<file path="config.mk">
export PLATFORM = sky130hd
export DESIGN_NAME = memory_arbiter
export DESIGN_NICKNAME = d
export VERILOG_FILES = /design/src/rtl/cpu_types_pkg.sv /design/src/rtl/memory_arbiter_pick.sv /design/src/rtl/memory_arbiter.sv
export SDC_FILE = /design/constraint.sdc
export NUM_CORES = 1
export LEC_CHECK = 0
export ABC_AREA = 1
export CORE_AREA = 2 2 167 169
export DETAILED_ROUTE_END_ITERATION = 16
export DIE_AREA = 0 0 169 171
export GPL_TIMING_DRIVEN = 0
export PLACE_DENSITY_LB_ADDON = 0.3
export REMOVE_ABC_BUFFERS = 1
export SLEW_MARGIN = 20
export SYNTH_ARGS = -nofsm -noshare
export SYNTH_HDL_FRONTEND = slang
export SYNTH_SLANG_ARGS = --single-unit
</file>
<file path="constraint.sdc">
create_clock -name CLK -period 2.9 [get_ports CLK]
set_input_delay 0.58 -clock CLK [delete_from_list [all_inputs] [get_ports CLK]]
set_output_delay 0.58 -clock CLK [all_outputs]
set_load 0.02 [all_outputs]
</file>
<file path="src/rtl/cpu_types_pkg.sv">
// Shared CPU/memory types: RAM handshake state, word type, default core count
// and the arbiter FSM state encoding.
package cpu_types_pkg;

  localparam int CPUS_DEFAULT = 2;

  typedef logic [31:0] word_t;

  typedef enum logic [1:0] {
    FREE   = 2'd0,
    BUSY   = 2'd1,
    ACCESS = 2'd2,
    ERROR  = 2'd3
  } ramstate_t;

  // ARB_ prefix keeps these labels distinct from ramstate_t's ACCESS
  typedef enum logic [1:0] {
    ARB_IDLE    = 2'd0,
    ARB_ACCESS  = 2'd1,
    ARB_RELEASE = 2'd2
  } arb_state_t;

  function automatic int idx_width(input int n);
    return (n > 1) ? $clog2(n) : 1;
  endfunction

endpackage

</file>
<file path="src/rtl/memory_arbiter_pick.sv">
// Combinational winner selection: any dcache request beats any icache request;
// within a class the first requesting core at or after ptr (wrapping) wins.
module memory_arbiter_pick
  import cpu_types_pkg::*;
#(
  parameter int CPUS = CPUS_DEFAULT,
  parameter int IW   = idx_width(CPUS)
) (
  input  logic [CPUS-1:0] ireq,
  input  logic [CPUS-1:0] dreq,
  input  logic [IW-1:0]   ptr,
  output logic            valid,
  output logic            is_d,
  output logic [IW-1:0]   idx
);

  logic          d_hit;
  logic          i_hit;
  logic [IW-1:0] d_idx;
  logic [IW-1:0] i_idx;
  logic [IW-1:0] cand;

  // Scan from the farthest offset down so the nearest requester overwrites last
  always_comb begin
    d_hit = 1'b0;
    i_hit = 1'b0;
    d_idx = '0;
    i_idx = '0;
    cand  = '0;
    for (int off = CPUS - 1; off >= 0; off--) begin
      cand  = IW'((int'(ptr) + off) % CPUS);
      d_hit = dreq[cand] ? 1'b1 : d_hit;
      d_idx = dreq[cand] ? cand : d_idx;
      i_hit = ireq[cand] ? 1'b1 : i_hit;
      i_idx = ireq[cand] ? cand : i_idx;
    end
  end

  assign valid = d_hit | i_hit;
  assign is_d  = d_hit;
  assign idx   = d_hit ? d_idx : i_idx;

endmodule

</file>
<file path="src/rtl/memory_arbiter.sv">
// Single-port RAM arbiter for per-core icache/dcache requesters.
// Define MEMORY_ARBITER_RR_EN for round-robin among cores; default is fixed priority.
module memory_arbiter
  import cpu_types_pkg::*;
#(
  parameter int CPUS = CPUS_DEFAULT,
  parameter int IW   = idx_width(CPUS)
) (
  input  logic                  CLK,
  input  logic                  nRST,
  input  logic [CPUS-1:0]       iREN,
  input  logic [CPUS-1:0][31:0] iaddr,
  output logic [CPUS-1:0]       iwait,
  output logic [CPUS-1:0][31:0] iload,
  input  logic [CPUS-1:0]       dREN,
  input  logic [CPUS-1:0]       dWEN,
  input  logic [CPUS-1:0][31:0] daddr,
  input  logic [CPUS-1:0][31:0] dstore,
  output logic [CPUS-1:0]       dwait,
  output logic [CPUS-1:0][31:0] dload,
  output logic                  ramREN,
  output logic                  ramWEN,
  output logic [31:0]           ramaddr,
  output logic [31:0]           ramstore,
  input  logic [31:0]           ramload,
  input  ramstate_t             ramstate
);

  arb_state_t    state;
  arb_state_t    state_next;
  logic          grant_d;
  logic [IW-1:0] grant_idx;
  logic [IW-1:0] rr_ptr;
  logic          pick_valid;
  logic          pick_d;
  logic [IW-1:0] pick_idx;
  logic          sel_ren;
  logic          sel_wen;
  word_t         sel_addr;
  word_t         sel_store;

  memory_arbiter_pick #(.CPUS(CPUS), .IW(IW)) u_pick (
    .ireq  (iREN),
    .dreq  (dREN | dWEN),
    .ptr   (rr_ptr),
    .valid (pick_valid),
    .is_d  (pick_d),
    .idx   (pick_idx)
  );

`ifdef MEMORY_ARBITER_RR_EN
  logic ack;

  assign ack = (state == ARB_ACCESS) && (sel_ren || sel_wen) && (ramstate == ACCESS);

  // Round-robin pointer moves past the core that was just acknowledged
  always_ff @(posedge CLK or negedge nRST) begin
    if (!nRST) begin
      rr_ptr <= '0;
    end else if (ack) begin
      rr_ptr <= (grant_idx == IW'(CPUS - 1)) ? '0 : grant_idx + IW'(1);
    end else begin
      rr_ptr <= rr_ptr;
    end
  end
`else
  assign rr_ptr = '0;
`endif

  // Live request lines of the granted requester; requesters hold them stable
  always_comb begin
    if (grant_d) begin
      sel_ren   = dREN[grant_idx];
      sel_wen   = dWEN[grant_idx];
      sel_addr  = daddr[grant_idx];
      sel_store = dstore[grant_idx];
    end else begin
      sel_ren   = iREN[grant_idx];
      sel_wen   = 1'b0;
      sel_addr  = iaddr[grant_idx];
      sel_store = '0;
    end
  end

  // Next state, RAM port drive and wait-low acknowledge
  always_comb begin
    state_next = state;
    ramREN     = 1'b0;
    ramWEN     = 1'b0;
    ramaddr    = '0;
    ramstore   = '0;
    iwait      = '1;
    dwait      = '1;
    case (state)
      ARB_IDLE: begin
        state_next = pick_valid ? ARB_ACCESS : ARB_IDLE;
      end
      ARB_ACCESS: begin
        if (!(sel_ren || sel_wen)) begin
          state_next = ARB_IDLE;
        end else begin
          ramREN   = sel_ren;
          ramWEN   = sel_wen;
          ramaddr  = sel_addr;
          ramstore = sel_store;
          if (ramstate == ACCESS) begin
            state_next = ARB_RELEASE;
            if (grant_d) begin
              dwait[grant_idx] = 1'b0;
            end else begin
              iwait[grant_idx] = 1'b0;
            end
          end else begin
            state_next = ARB_ACCESS;
          end
        end
      end
      ARB_RELEASE: begin
        state_next = ARB_IDLE;
      end
      default: begin
        state_next = ARB_IDLE;
      end
    endcase
  end

  // State and grant registers; the grant is only captured on leaving IDLE
  always_ff @(posedge CLK or negedge nRST) begin
    if (!nRST) begin
      state     <= ARB_IDLE;
      grant_d   <= 1'b0;
      grant_idx <= '0;
    end else begin
      state <= state_next;
      if (state == ARB_IDLE && pick_valid) begin
        grant_d   <= pick_d;
        grant_idx <= pick_idx;
      end else begin
        grant_d   <= grant_d;
        grant_idx <= grant_idx;
      end
    end
  end

  assign iload = {CPUS{ramload}};
  assign dload = {CPUS{ramload}};

endmodule

</file>
==> qor.csv, run 1 <==
metric;value;unit
antenna_found_initial;0;
start_kind;input port;
yosys.area.top_type;buf_4;
ys_seq_area_share;3.06;%
synthCells;535;
hpwl;15.6;mm
leakage;2.38;nW
drive_above_1_share;17.0;%
ys_ff_latch;4;
maxCapViolCount;0;
grt_pass1_wl;25.7;mm
cts.clk_slew.worst_paths;0.03;ns
relSlewSlack;53.4;%
die_y;171;um
drtIter0Drc;216;
synth_ff_type;dfrtp_1;
finish.net_count;908;
cts_tree;built;
dp_slack;-0.670;ns
hold_class;reg2reg;
syn-cell-area;3270;sq um
endpoint_kind;primary output;
start_util;12.0;%
crit_type;in2out;
io-pin-count;432;
required;2.32;ns
core_area;27300;sq um
yosysWarnings;0;
cts-root-buf;clkbuf_16;
outcome;complete, no violations;
vias;3765;
worst_slack;0.0883;ns
grt_max_degree;39;
routed_wl;19.8;mm
yosys.area.top_type_share;30.3;%
num_antenna_cells;0;
slew_violations;0;
routedWlPerCell;19.4;um
dieArea;28900;sq um
synth.distinct_cells;20;
vias_per_cell;3.70;
final-setup-viol-count;0;
async_flop_share;100;%
postSynthAreaPerCell;6.11;sq um
area_growth;67.9;%
worst_hold_slack;0.553;ns
grt_pass1_vias;3529;
track_usage;12.5;%
worst_pin_slew;0.698;ns
clk_latency;0.22;ns
powerDensity;862;nW/um^2
fin_crit;2.81;ns
vdd_drop_max;400;uV
yosysMostFrequentCell;nand2_1;
cp_max_fo;13;
ys_top_cells_by_count;nand2_1, buf_4, nor2_1, nor2_4, a22oi_1;
synth_edf_count;0;
min_period_over_period;97.0;%
n_fill_cell;3108;
crit_arrival;2.23;ns
final_hold_viol_count;0;
cts_htree_levels;1;
drc;0;
grt-ovfl-total;0;
dr.pass1.iters;4;
place.gp.congestion;0.793;
detail-route-antenna-nets;0;
clock-sinks;4;
rows;61;
portBuffers;271;
clk_path_buf_depth;2;
grt_setup_unrepaired;true;
cts_inserted_buffers;3;
ys_top_cells_by_area;buf_4, nand2_1, nor2_4;
clock_skew;0.000458;ns
timing.fmax;0.356;GHz
die_w;169;um
==> worst max-delay path, cell delays in order <==
cell and delay, ns:
clkdlybuf4s50_1 0.49, nand2_1 0.06, nand2_1 0.08, nand2_2 0.07, nand3_4 0.14, nand2_8 0.13, buf_12 0.23, nor2_1 0.14
clkdlybuf4s15_2 0.28
==> final timing paths <==
check	from	to	slack (ns)	cells past startpoint
worst max-delay path	dWEN[1]	ramaddr[24]	0.09	9
worst min-delay path	state[0]	grant_d	0.55	3
worst max register to register	state[1]	state[1]	1.07	6
worst min register to register	state[0]	grant_d	0.55	3
max in group asynchronous	nRST	grant_idx	2.13	1
min in group asynchronous	nRST	state[1]	0.57	1
==> per-stage QoR <==
stage          total power, W  cells  utilization (%)  instance area [sq um]  setup TNS, ns
3_3_place_gp          0.00424    996             19.1                   5210        -121.05
2_1_floorplan         0.00256    379                -                   2060              0
5_1_grt               0.00514   1018             20.1                   5490        -0.0340
4_1_cts               0.00484   1016             20.2                   5510              0
3_5_place_dp          0.00431   1000             19.4                   5310         -27.57
6_report              0.00473   1018             20.1                   5490              0
==> registers in the layout (all words and copies together), names as in the netlist <==
signal / cells
grant_d: 1
grant_idx: 1
state: 2
==> cells in the final DEF, fill, tap and decap left out <==
cell type        instances
nand2_1                209
clkdlybuf4s50_1        201
nor2_1                  52
nor2_4                  51
a22oi_1                 32
dlygate4sd2_1           24
clkdlybuf4s15_1         15
clkbuf_2                11
buf_2                   11
buf_4                    9
inv_1                    7
dlymetal6s2s_1           6
buf_12                   6
nand2_2                  5
nand4_1                  5
inv_4                    4
buf_16                   4
clkbuf_16                3
nor2_2                   2
nand2_8                  2
o21ai_0                  2
nand3_1                  2
dfrtp_2                  2
dfrtp_1                  2
inv_2                    1
nand3_4                  1
a21oi_1                  1
clkdlybuf4s15_2          1
clkbuf_4                 1
==> layer usage <==
metal  vias up  part of all wire, %  GRT usage, %
met5         -                  1.1          5.91
met4        10                  1.1          1.82
met3        20                   16          8.72
met2       317                   44          19.9
met1      1618                   38          13.4
li1       1800                    -             -
==> logic make-up (layout without fill, tap and decap cells) <==
family,after synthesis,in the layout,share of synthesized area (%)
flops,4,4,3.06
simple gates,328,329,50.8
compound gates,35,35,7.80
buf+inv,168,304,38.4
==> power breakdown <==
part           internal (W)  switching [W]
Sequential        0.0000822      0.0000377
Clock              0.000176      0.0000362
Combinational       0.00172        0.00268
==> cell type report <==
| cell class | instances | area [sq um] | area share (%) |
|---|---|---|---|
| clock buffers | 3 | 75.1 | 1.37 |
| well taps | 346 | 433 | 7.88 |
| flip-flops and latches | 4 | 103 | 1.87 |
| inverters | 12 | 55.1 | 1.00 |
| repair buffers | 289 | 2870 | 52.3 |
| multi-input cells | 364 | 1950 | 35.5 |
==> timing repair <==
action | in CTS | in global routing
resized for setup | 112 | 48
buffers inserted | 9 | 2
hold buffers | 0 | 0
endpoints found under the setup margin | 64 | 44
gates cloned | 4 | 0
pin swaps | 2 | 1
Note: power is estimated with default switching activity, not from simulation.
==> inputs of run 2 (changes only) <==
--- a/config.mk
+++ b/config.mk
@@ -6,9 +6,9 @@
 export NUM_CORES = 1
 export LEC_CHECK = 0
 export ABC_AREA = 1
-export CORE_AREA = 2 2 167 169
+export CORE_AREA = 3 3 168 170
 export DETAILED_ROUTE_END_ITERATION = 16
-export DIE_AREA = 0 0 169 171
+export DIE_AREA = 0 0 171 173
 export GPL_TIMING_DRIVEN = 0
 export PLACE_DENSITY_LB_ADDON = 0.3
 export REMOVE_ABC_BUFFERS = 1
==> run 2 against run 1 <==
Highest routed layer unchanged. Sequential share of layout area is essentially flat. Critical path depth is the same. Wire length grew 1.7%. Worst setup slack lost 0.0019 ns. Global-route usage shrank 0.065 points. Clock-buffer cell count is the same. Sequential power is essentially flat. Via count grew 0.85%. Register-to-register slack gained 0.18 ns. Critical path type unchanged. Power grew 0.74%. Final cell count shrank 0.29%. Core utilization grew 0.20 points. Largest cell class unchanged.
==> qor.csv, run 2 (synthesis gave the netlist of run 1 again) <==
metric;value;unit;change
outcome;complete, no violations;;unchanged
die_w;171;um;was 169 um
timing.fmax;0.355;GHz;was 0.356 GHz
cts_tree;built;;unchanged
clock_skew;0.000314;ns;was 0.000458 ns
postLayoutCoreUtil;20.3;%;was 20.1%
mostFrequentLayoutCells;nand2_1, clkdlybuf4s50_1, nor2_1;;unchanged
worst_slack;0.0864;ns;was 0.0883 ns
dp_slack;-0.625;ns;was -0.670 ns
reg2reg_depth;9;;was 6
core_area;26900;sq um;was 27,300 sq um
fin_setup_tns;0;ns;unchanged
routed_wl;20.1;mm;was 19.8 mm
rows;60;;was 61
crit_arrival;2.23;ns;about the same
p_seq_share;2.4;%;was 2.5%
crit_type;in2out;;unchanged
hold_class;reg2reg;;unchanged
antenna_found_initial;1;;was 0
hpwl;15.9;mm;was 15.6 mm
dieArea;29600;sq um;was 28,900 sq um
maxCapViolCount;0;;unchanged
grt_pass1_wl;26.7;mm;was 25.7 mm
hold_buffers;0;;unchanged
layout_commonest_cell;nand2_1;;unchanged
cts_inserted_buffers;3;;unchanged
endpoint_kind;primary output;;unchanged
area_growth;66.8;%;was 67.9%
final_hold_viol_count;0;;unchanged
clock-sinks;4;;unchanged
vdd_drop_max;373;uV;was 400 uV
groute.layer.met1.usage;13.9;%;was 13.4%
vias;3797;;was 3,765
place.gp.congestion;0.770;;was 0.793
routedWlPerCell;19.8;um;was 19.4 um
num_antenna_cells;0;;unchanged
die_y;173;um;was 171 um
largest_reg_flops;2;;unchanged
drtIter0Drc;166;;was 216
cts_htree_levels;1;;unchanged
grt_max_degree;39;;unchanged
cts.clk_slew.worst_paths;0.03;ns;about the same
cts-root-buf;clkbuf_16;;unchanged
grt.busiest_layer;met2;;unchanged
hold_path_depth;3;;unchanged
min_period_over_period;97.0;%;about the same
track_usage;12.4;%;was 12.5%
finish.net_count;910;;was 908
start_kind;input port;;unchanged
met2_usage;18.4;%;was 19.9%
final-setup-viol-count;0;;unchanged
r2r-end;state[1];;unchanged
clk_path_buf_depth;2;;unchanged
drc;0;;unchanged
slew_violations;0;;unchanged
io-pin-count;432;;unchanged
top_register;state;;unchanged
portBuffers;271;;unchanged
p_switching;0.00278;W;was 0.00275 W
detail-route-antenna-nets;0;;unchanged
clk_latency;0.23;ns;was 0.22 ns
relSlewSlack;69.7;%;was 53.4%
totalPowerFinal;0.00477;W;was 0.00473 W
leakage;2.35;nW;was 2.38 nW
r2r-start;grant_idx;;was state[1]
cp_max_fo;15;;was 13
drive_above_1_share;19.6;%;was 17.0%
min-delay-start;state[0];;unchanged
grt_pass1_vias;3774;;was 3,529
ff2ff_setup_slack;1.25;ns;was 1.07 ns
grt-ovfl-total;0;;unchanged
holdPathEnd;grant_d;;unchanged
fin_crit;2.81;ns;about the same
vias_per_cell;3.74;;was 3.70
intPower;0.00199;W;was 0.00198 W
pwr-share-clk;4.6;%;was 4.5%
required;2.32;ns;about the same
met3_usage;9.14;%;was 8.72%
powerDensity;874;nW/um^2;was 862 nW/um^2
start_util;12.2;%;was 12.0%
reg_top3;state x2, grant_d x1, grant_idx x1;;unchanged
dr.pass1.iters;6;;was 4
pwr-share-comb;93.0;%;about the same
worst_pin_slew;0.454;ns;was 0.698 ns
switching_share;58.3;%;was 58.2%
-- run 2: critical path, stage by stage --
cell	delay [ns]
clkdlybuf4s50_1	0.49
nand2_1	0.08
nand2_2	0.09
nand2_2	0.07
nand3_4	0.14
buf_12	0.13
nand2_8	0.16
nor2_4	0.12
dlygate4sd2_1	0.35
-- run 2: stage by stage --
| step | hold slack [ns] | cell area (sq um) | instances |
|---|---|---|---|
| floorplan | 0.284 | 2060 | 379 |
| global placement | 0.542 | 5200 | 991 |
| detailed placement | 0.544 | 5310 | 995 |
| CTS | 0.550 | 5450 | 1013 |
| global route | 0.584 | 5460 | 1015 |
| finish | 0.544 | 5460 | 1015 |
-- run 2: power groups by stage --
| stage | Clock (W) | Sequential, W | Combinational (W) |
|---|---|---|---|
| after global placement | 0 | 0.000114 | 0.00414 |
| after global routing | 0.000223 | 0.000123 | 0.00483 |
| final | 0.000217 | 0.000117 | 0.00444 |
| after floorplan | 0 | 0.000108 | 0.00245 |
| after CTS | 0.000220 | 0.000117 | 0.00448 |
| after detailed placement | 0 | 0.000117 | 0.00421 |
-- run 2: how the worst max path moves through the flow --
stage,start,to,slack (ns)
after floorplan,grant_idx,ramaddr[18],0.07
after CTS,dWEN[1],ramstore[11],-0.02
after global placement,grant_idx,ramstore[20],-2.04
after global routing,dREN[1],ramstore[4],-0.001
after detailed placement,dREN[1],ramaddr[17],-0.63
final,dREN[1],ramaddr[5],0.09
-- run 2: cell type report --
class	count	area, sq um
fill	3073	21400
multi-input combinational	364	1950
clock buffer	3	75.1
tap	341	427
inverter	12	55.1
sequential	4	100
timing repair buffer	291	2840
-- run 2: repair_timing --
action,in CTS,in global routing
endpoints found under the setup margin,64,45
setup buffers,11,2
cloned,4,0
resized for setup,188,18
pin swaps,2,1
-- run 2: layer usage --
layer / part of all wire (%) / vias to the layer above / routed length [um]
met5: 0.65 / - / 130
met2: 40 / 331 / 8130
met3: 17 / 25 / 3470
li1: - / 1801 / -
met4: 2.2 / 6 / 440
met1: 39 / 1634 / 7910
